`src/rtl/xgmii_to_fifo72_pkg.sv`:
```
// xgmii_to_fifo72_pkg -- XGMII control codes, reference words and receive FSM states.
// Rev 1.0
`default_nettype none

package xgmii_to_fifo72_pkg;

   localparam logic [7:0]  XGMII_IDLE  = 8'h07;
   localparam logic [7:0]  XGMII_START = 8'hFB;
   localparam logic [7:0]  XGMII_TERM  = 8'hFD;
   localparam logic [7:0]  XGMII_ERROR = 8'hFE;
   localparam logic [7:0]  XGMII_SEQ   = 8'h9C;

   localparam logic [71:0] XGMII_IDLE_WORD  = 72'hff_07_07_07_07_07_07_07_07;
   localparam logic [71:0] XGMII_ABORT_WORD = 72'hff_07_07_07_07_07_07_07_FE;

   typedef enum logic [1:0] {
      ST_IDLE  = 2'd0,
      ST_FRAME = 2'd1,
      ST_DROP  = 2'd2,
      ST_ABORT = 2'd3
   } rx_state_t;

endpackage

`default_nettype wire

```
`src/rtl/xgmii_rx_lane_decode.sv`:
```
// xgmii_rx_lane_decode -- stateless lane-0 start and any-lane terminate detection.
// Rev 1.0
`default_nettype none

module xgmii_rx_lane_decode
   import xgmii_to_fifo72_pkg::*;
(
   input  logic [71:0] word_i,
   output logic        is_start_o,
   output logic        has_term_o
);

   assign is_start_o = word_i[64] && (word_i[7:0] == XGMII_START);

   always_comb begin
      has_term_o = 1'b0;
      for (int i = 0; i < 8; i++) begin
         if (word_i[64+i] && (word_i[8*i +: 8] == XGMII_TERM)) begin
            has_term_o = 1'b1;
         end
      end
   end

endmodule

`default_nettype wire

```
`src/rtl/xgmii_to_fifo72.sv`:
```
// xgmii_to_fifo72 -- XGMII receive words to a 72-bit FIFO, aborting frames cut by FIFO full.
// Rev 1.0 -- optional statistics counters built with XGMII_RX_STATS_EN.
`default_nettype none

module xgmii_to_fifo72
   import xgmii_to_fifo72_pkg::*;
(
   input  logic        xgmii_rx_clk,
   input  logic        sys_rst_n,
   input  logic [71:0] xgmii_rxd,
   output logic [71:0] din,
   output logic        wr_en,
   input  logic        full,
   output logic        wr_clk
`ifdef XGMII_RX_STATS_EN
   ,
   output logic [31:0] rx_frames,
   output logic [31:0] rx_drops
`endif
);

   logic        is_start;
   logic        has_term;
   rx_state_t   state_q, state_d;
   logic [71:0] din_q, din_d;
   logic        wr_en_q, wr_en_d;
   logic        term_seen_q, term_seen_d;

   assign wr_clk = xgmii_rx_clk;
   assign din    = din_q;
   assign wr_en  = wr_en_q;

   xgmii_rx_lane_decode u_decode (
      .word_i     (xgmii_rxd),
      .is_start_o (is_start),
      .has_term_o (has_term)
   );

   always_comb begin
      state_d     = state_q;
      din_d       = din_q;
      wr_en_d     = 1'b0;
      term_seen_d = term_seen_q;
      unique case (state_q)
         ST_IDLE: begin
            if (is_start) begin
               if (!full) begin
                  wr_en_d = 1'b1;
                  din_d   = xgmii_rxd;
               end
               if (!has_term) begin
                  state_d = full ? ST_DROP : ST_FRAME;
               end
            end
         end
         ST_FRAME: begin
            if (!full) begin
               wr_en_d = 1'b1;
               din_d   = xgmii_rxd;
               if (has_term) state_d = ST_IDLE;
            end else begin
               term_seen_d = has_term;
               state_d     = ST_ABORT;
            end
         end
         ST_ABORT: begin
            // The terminate may arrive while still blocked; it decides where the abort lands.
            term_seen_d = term_seen_q | has_term;
            if (!full) begin
               wr_en_d     = 1'b1;
               din_d       = XGMII_ABORT_WORD;
               term_seen_d = 1'b0;
               state_d     = (term_seen_q | has_term) ? ST_IDLE : ST_DROP;
            end
         end
         ST_DROP: begin
            if (has_term) state_d = ST_IDLE;
         end
         default: state_d = ST_IDLE;
      endcase
   end

   always_ff @(posedge xgmii_rx_clk or negedge sys_rst_n) begin
      if (!sys_rst_n) begin
         state_q     <= ST_IDLE;
         din_q       <= XGMII_IDLE_WORD;
         wr_en_q     <= 1'b0;
         term_seen_q <= 1'b0;
      end else begin
         state_q     <= state_d;
         din_q       <= din_d;
         wr_en_q     <= wr_en_d;
         term_seen_q <= term_seen_d;
      end
   end

`ifdef XGMII_RX_STATS_EN
   logic        count_frame;
   logic        count_drop;
   logic        frame_word;
   logic [31:0] frames_q, frames_d;
   logic [31:0] drops_q, drops_d;

   assign frame_word  = ((state_q == ST_IDLE) && is_start) || (state_q == ST_FRAME);
   assign count_frame = frame_word && !full && has_term;
   assign count_drop  = frame_word && full;
   assign frames_d    = frames_q + {31'd0, count_frame};
   assign drops_d     = drops_q + {31'd0, count_drop};
   assign rx_frames   = frames_q;
   assign rx_drops    = drops_q;

   always_ff @(posedge xgmii_rx_clk or negedge sys_rst_n) begin
      if (!sys_rst_n) begin
         frames_q <= 32'd0;
         drops_q  <= 32'd0;
      end else begin
         frames_q <= frames_d;
         drops_q  <= drops_d;
      end
   end
`endif

endmodule

`default_nettype wire

```
`config.mk`:
```
export PLATFORM = sky130hd
export DESIGN_NAME = xgmii_to_fifo72
export DESIGN_NICKNAME = d
export VERILOG_FILES = /design/src/rtl/xgmii_to_fifo72_pkg.sv /design/src/rtl/xgmii_rx_lane_decode.sv /design/src/rtl/xgmii_to_fifo72.sv
export SDC_FILE = /design/constraint.sdc
export NUM_CORES = 1
export LEC_CHECK = 0
export ABC_AREA = 0
export ABC_CLOCK_PERIOD_IN_PS = 4140
export CAP_MARGIN = 5
export CORE_MARGIN = 2
export CORE_UTILIZATION = 45
export DETAILED_ROUTE_END_ITERATION = 8
export PLACE_DENSITY = 0.85
export SLEW_MARGIN = 20
export SYNTH_ARGS = -nofsm -noshare
export SYNTH_HDL_FRONTEND = slang
export SYNTH_SLANG_ARGS = --single-unit
```
`constraint.sdc`:
```
create_clock -name xgmii_rx_clk -period 4.14 [get_ports xgmii_rx_clk]
set_input_delay 0.828 -clock xgmii_rx_clk [delete_from_list [all_inputs] [get_ports xgmii_rx_clk]]
set_output_delay 0.828 -clock xgmii_rx_clk [all_outputs]
set_load 0.05 [all_outputs]
```
# Yosys cells after proc, flatten, opt, wreduce, memory -nomap -nowiden

Cells that the tools add are included.
Widths: inputs -> output; s select.

Register bits after elaboration: 76
Input bits: 75
Logic and storage cells: 63
Output and inout bits: 74

Bitwise gates (word level): 1
Equality and inequality tests: 16
Mux-type cells: 26
Reduce and logical (&&, ||, !) cells: 16

Operators with widths:

| cell               | number |
|---|---|
| $mux 72            | 3 |
| $pmux 72 s3        | 1 |
| $eq 8x8->1 const B | 9 |
| $mux 2             | 7 |
| $mux 1             | 12 |
| $logic_and 1x1->1  | 9 |
| $ne 2x2->1 const B | 4 |
| $pmux 2 s4         | 1 |
| $reduce_and 3->1   | 2 |
| $eq 2x2->1 const B | 2 |
| $pmux 1 s2         | 2 |
| $reduce_bool 3->1  | 1 |
| $eq 2x1->1 const B | 1 |
| $logic_not 2->1    | 1 |
| $reduce_and 2->1   | 1 |
| $reduce_bool 2->1  | 1 |
| $reduce_or 2->1    | 1 |
| $or 1x1->1         | 1 |

# Logic depth before layout (Yosys ltp)

Gate-level depths: netlist of the first run.

Depth in word-level cells: 14
Mapped depth: 8
Gate-level depth less buffers: 5

# Modules after synthesis

A second synthesis of the first run with hierarchy kept.

Cell total of the unflattened synthesis: 216
Area, all modules: 3006.6 sq um

Modules (own cells, without submodules):

| module               | area an instance (sq um) | sequential area each (sq um) | cells each | instances |
|---|---|---|---|---|
| xgmii_to_fifo72      | 2813.9                   | 1941.9                       | 180        | 1 |
| xgmii_rx_lane_decode | 192.7                    | 0.0                          | 36         | 1 |

==> results of run 1 <==
## cell families after synthesis
group,Yosys count
compound gates,113
buf+inv,67
flops,76
simple gates,113
xor+xnor,1
## routing by layer
layer | up-vias | part of all wire [%]
met2 | 157 | 49
met5 | - | 0
met4 | 0 | 2.7
met1 | 1579 | 41
li1 | 1530 | -
met3 | 24 | 7.1
## worst max-delay path by stage
stage	start	depth (start not counted)	end	slack, ns
final	xgmii_rx_clk	3	wr_clk	0.33
after floorplan	xgmii_rx_clk	1	wr_clk	1.07
after CTS	xgmii_rx_clk	3	wr_clk	0.32
after global placement	xgmii_rx_clk	1	wr_clk	0.57
after detailed placement	xgmii_rx_clk	1	wr_clk	0.57
after global routing	xgmii_rx_clk	3	wr_clk	0.30
## layout by cell type, fill, tap and decap left out, types with 2 or more instances in the layout
cell / netlist / routed
clkdlybuf4s50_1: 0 / 147
a21oi_1: 64 / 64
dfrtp_1: 44 / 44
inv_1: 38 / 38
nand3_1: 37 / 37
o21ai_0: 37 / 37
nor2_1: 36 / 36
dfstp_2: 32 / 32
nand2_1: 19 / 19
clkbuf_8: 0 / 13
nor4_1: 11 / 11
nand4_1: 8 / 8
a21oi_2: 7 / 7
buf_4: 10 / 5
clkbuf_1: 15 / 2
clkinvlp_4: 0 / 2
## layout make-up
cell class | count | share of cell area (%)
multi-input cells | 227 | 22.3
clock buffers | 16 | 3.84
flip-flops and latches | 76 | 37.9
repair buffers | 152 | 29.7
inverters | 38 | 2.79
well taps | 99 | 2.42
clock inverters | 4 | 0.978
## worst max-delay path, stage by stage
cell	delay, ns
clkbuf_8	0.11
clkbuf_8	0.12
clkdlybuf4s50_1	0.69
## power groups by stage
stage | Clock [mW] | Sequential (mW) | Combinational (mW)
global route | 0.733 | 1.47 | 2.69
detailed placement | 0.0557 | 1.42 | 2.58
finish | 0.689 | 1.42 | 2.57
global placement | 0.0557 | 1.41 | 2.53
floorplan | 0.0521 | 2.68 | 0.403
CTS | 0.701 | 1.42 | 2.58
## registers in the layout, indices dropped and copies added (netlist names)
register / flops
term_seen_q: 1
wr_en: 1
state_q: 2
din: 72
## stage by stage
step	hold slack [ns]	area, um2	worst slack (ns)	util [%]
floorplan	0.466	3400	1.07	-
global placement	0.476	4880	0.570	66.9
detailed placement	0.493	4880	0.570	66.9
CTS	0.507	5120	0.319	70.2
global route	0.520	5120	0.304	70.2
finish	0.502	5120	0.328	70.2
==> metrics.txt, run 1 <==
clk_lat worst skew 0.45 ns; via count 3,290; detailed-route DRC error count 0; VDD IR max 474 uV; register bit total from synthesis 76; vias in the first global route 3,237; crit-path max FO 2; Netlist Area Pre-Place 3400 um2; largest net degree at the start of global routing 77; combinational power share 54.9%; Vias/cell 5.38; GRT Max-Usage Layer met2; Netlist cell types 23; GPL Wtd Cong 0.823; Final Max Slew Viols 0; cell taking the most area after synthesis dfrtp_1; Routed Antenna Nets 0; Synth Flop Type dfrtp_1; First DRT Iteration DRCs 209; Inst Count DP 593; CP startpoint kind clock port; Non-Filler Instances 612; die footprint 8270 um2; Critical Path End Type output port; hold path depth 2; Synth Area in Compound Gates 17.8%; area of the multi-input gates 1140 um2; Final Hold Fails 0; layout cell share with drive strength beyond 1 12.3%; syn avg cell area 9.19 um2; met1 GRT Util 32.3%; Max Cap Violations 0; Reg2Reg Depth 5; num rows 31; Clk pwr share 14.7%; Clock transition at path regs 0.07 ns; area delta synth->final 50.5%; endpoints failing setup 0; Area contributors post-synth dfrtp_1, dfstp_2, a21oi_1; setup TNS 0 ns; GRT met3 Usage 6.72%; register area 1940 um2; CTS tree done; total chip power 4.68 mW; setup slack, reg-to-reg 2.24 ns; Ports 149; Post-synth EDFFs 0; Chip Width 90.9 um; type of the worst min-delay path register to register; first-pass GRT wire length 16.3 mm; Syn Inst Count 370; count leader, synth a21oi_1; Setup Skew 0.0110 ns; PortBufs 148; initial core utilization 46.6%; worst endpoint required time 3.31 ns; diodes inserted 0; sequential share of the synthesized area 57.1%; Slew HR 38.0%; drt first pass iters 7; post-synthesis net count 445; Post-CTS Setup Bufs 0; gr ovfl total 0; worst r2r src state_q[1]; Syn. warnings 0; reg-to-reg endpoint din[37]; multiplexer share of the synthesized area 0%; largest family of logic cells by synthesized area compound AO/OA/AOI/OAI gates; hold buffer count at CTS 0; RSZ-0062 raised after global routing false; leakage power figure 2.08 nW; WL per Instance 16.6 um; critical path arrival 2.98 ns; initial antenna violation count 0; detailed placement HPWL 7.22 mm; met2 Use GR 40.6%; Cell Pwr Density 915 nW/um2; Die Y 90.9 um; Switching Share 48.5%; simple logic cell fraction of the synthesized area 15.3%; Worst Tran Pin Value 0.930 ns; post-synthesis adder-cell area fraction 0%; status completed; GRT Overall Usage 25.5%; synth cell count leaders a21oi_1, dfrtp_1, inv_1; Psw 2.27 mW; Core ar. 7290 um2; WS Path Type clock port to output port; fillers 560; sequential share of power 30.4%; post-CTS sizing 0; Nets 583; wirelength, routed 10.2 mm; XOR/XNOR Fraction of Synth Area 0.258%; Yosys top cell area share 32.4%; Worst Hold Launch din[64]; Async SR Flop Fraction 100%; Hold Path Sink din[64]; Cell Int Power 2.41 mW
No activity file was read; power rests on OpenSTA's default activity.
==> run 2, diff against run 1 <==
- SKIP_CTS_REPAIR_TIMING: default -> 1
==> results of run 2 <==
The final DEF is identical to that of run 1; final timing and power are the same.
==> run 3, diff against run 2 <==
- HOLD_SLACK_MARGIN: default -> 0.05
==> results of run 3 <==
The final DEF is identical to that of run 1; final timing and power are the same.
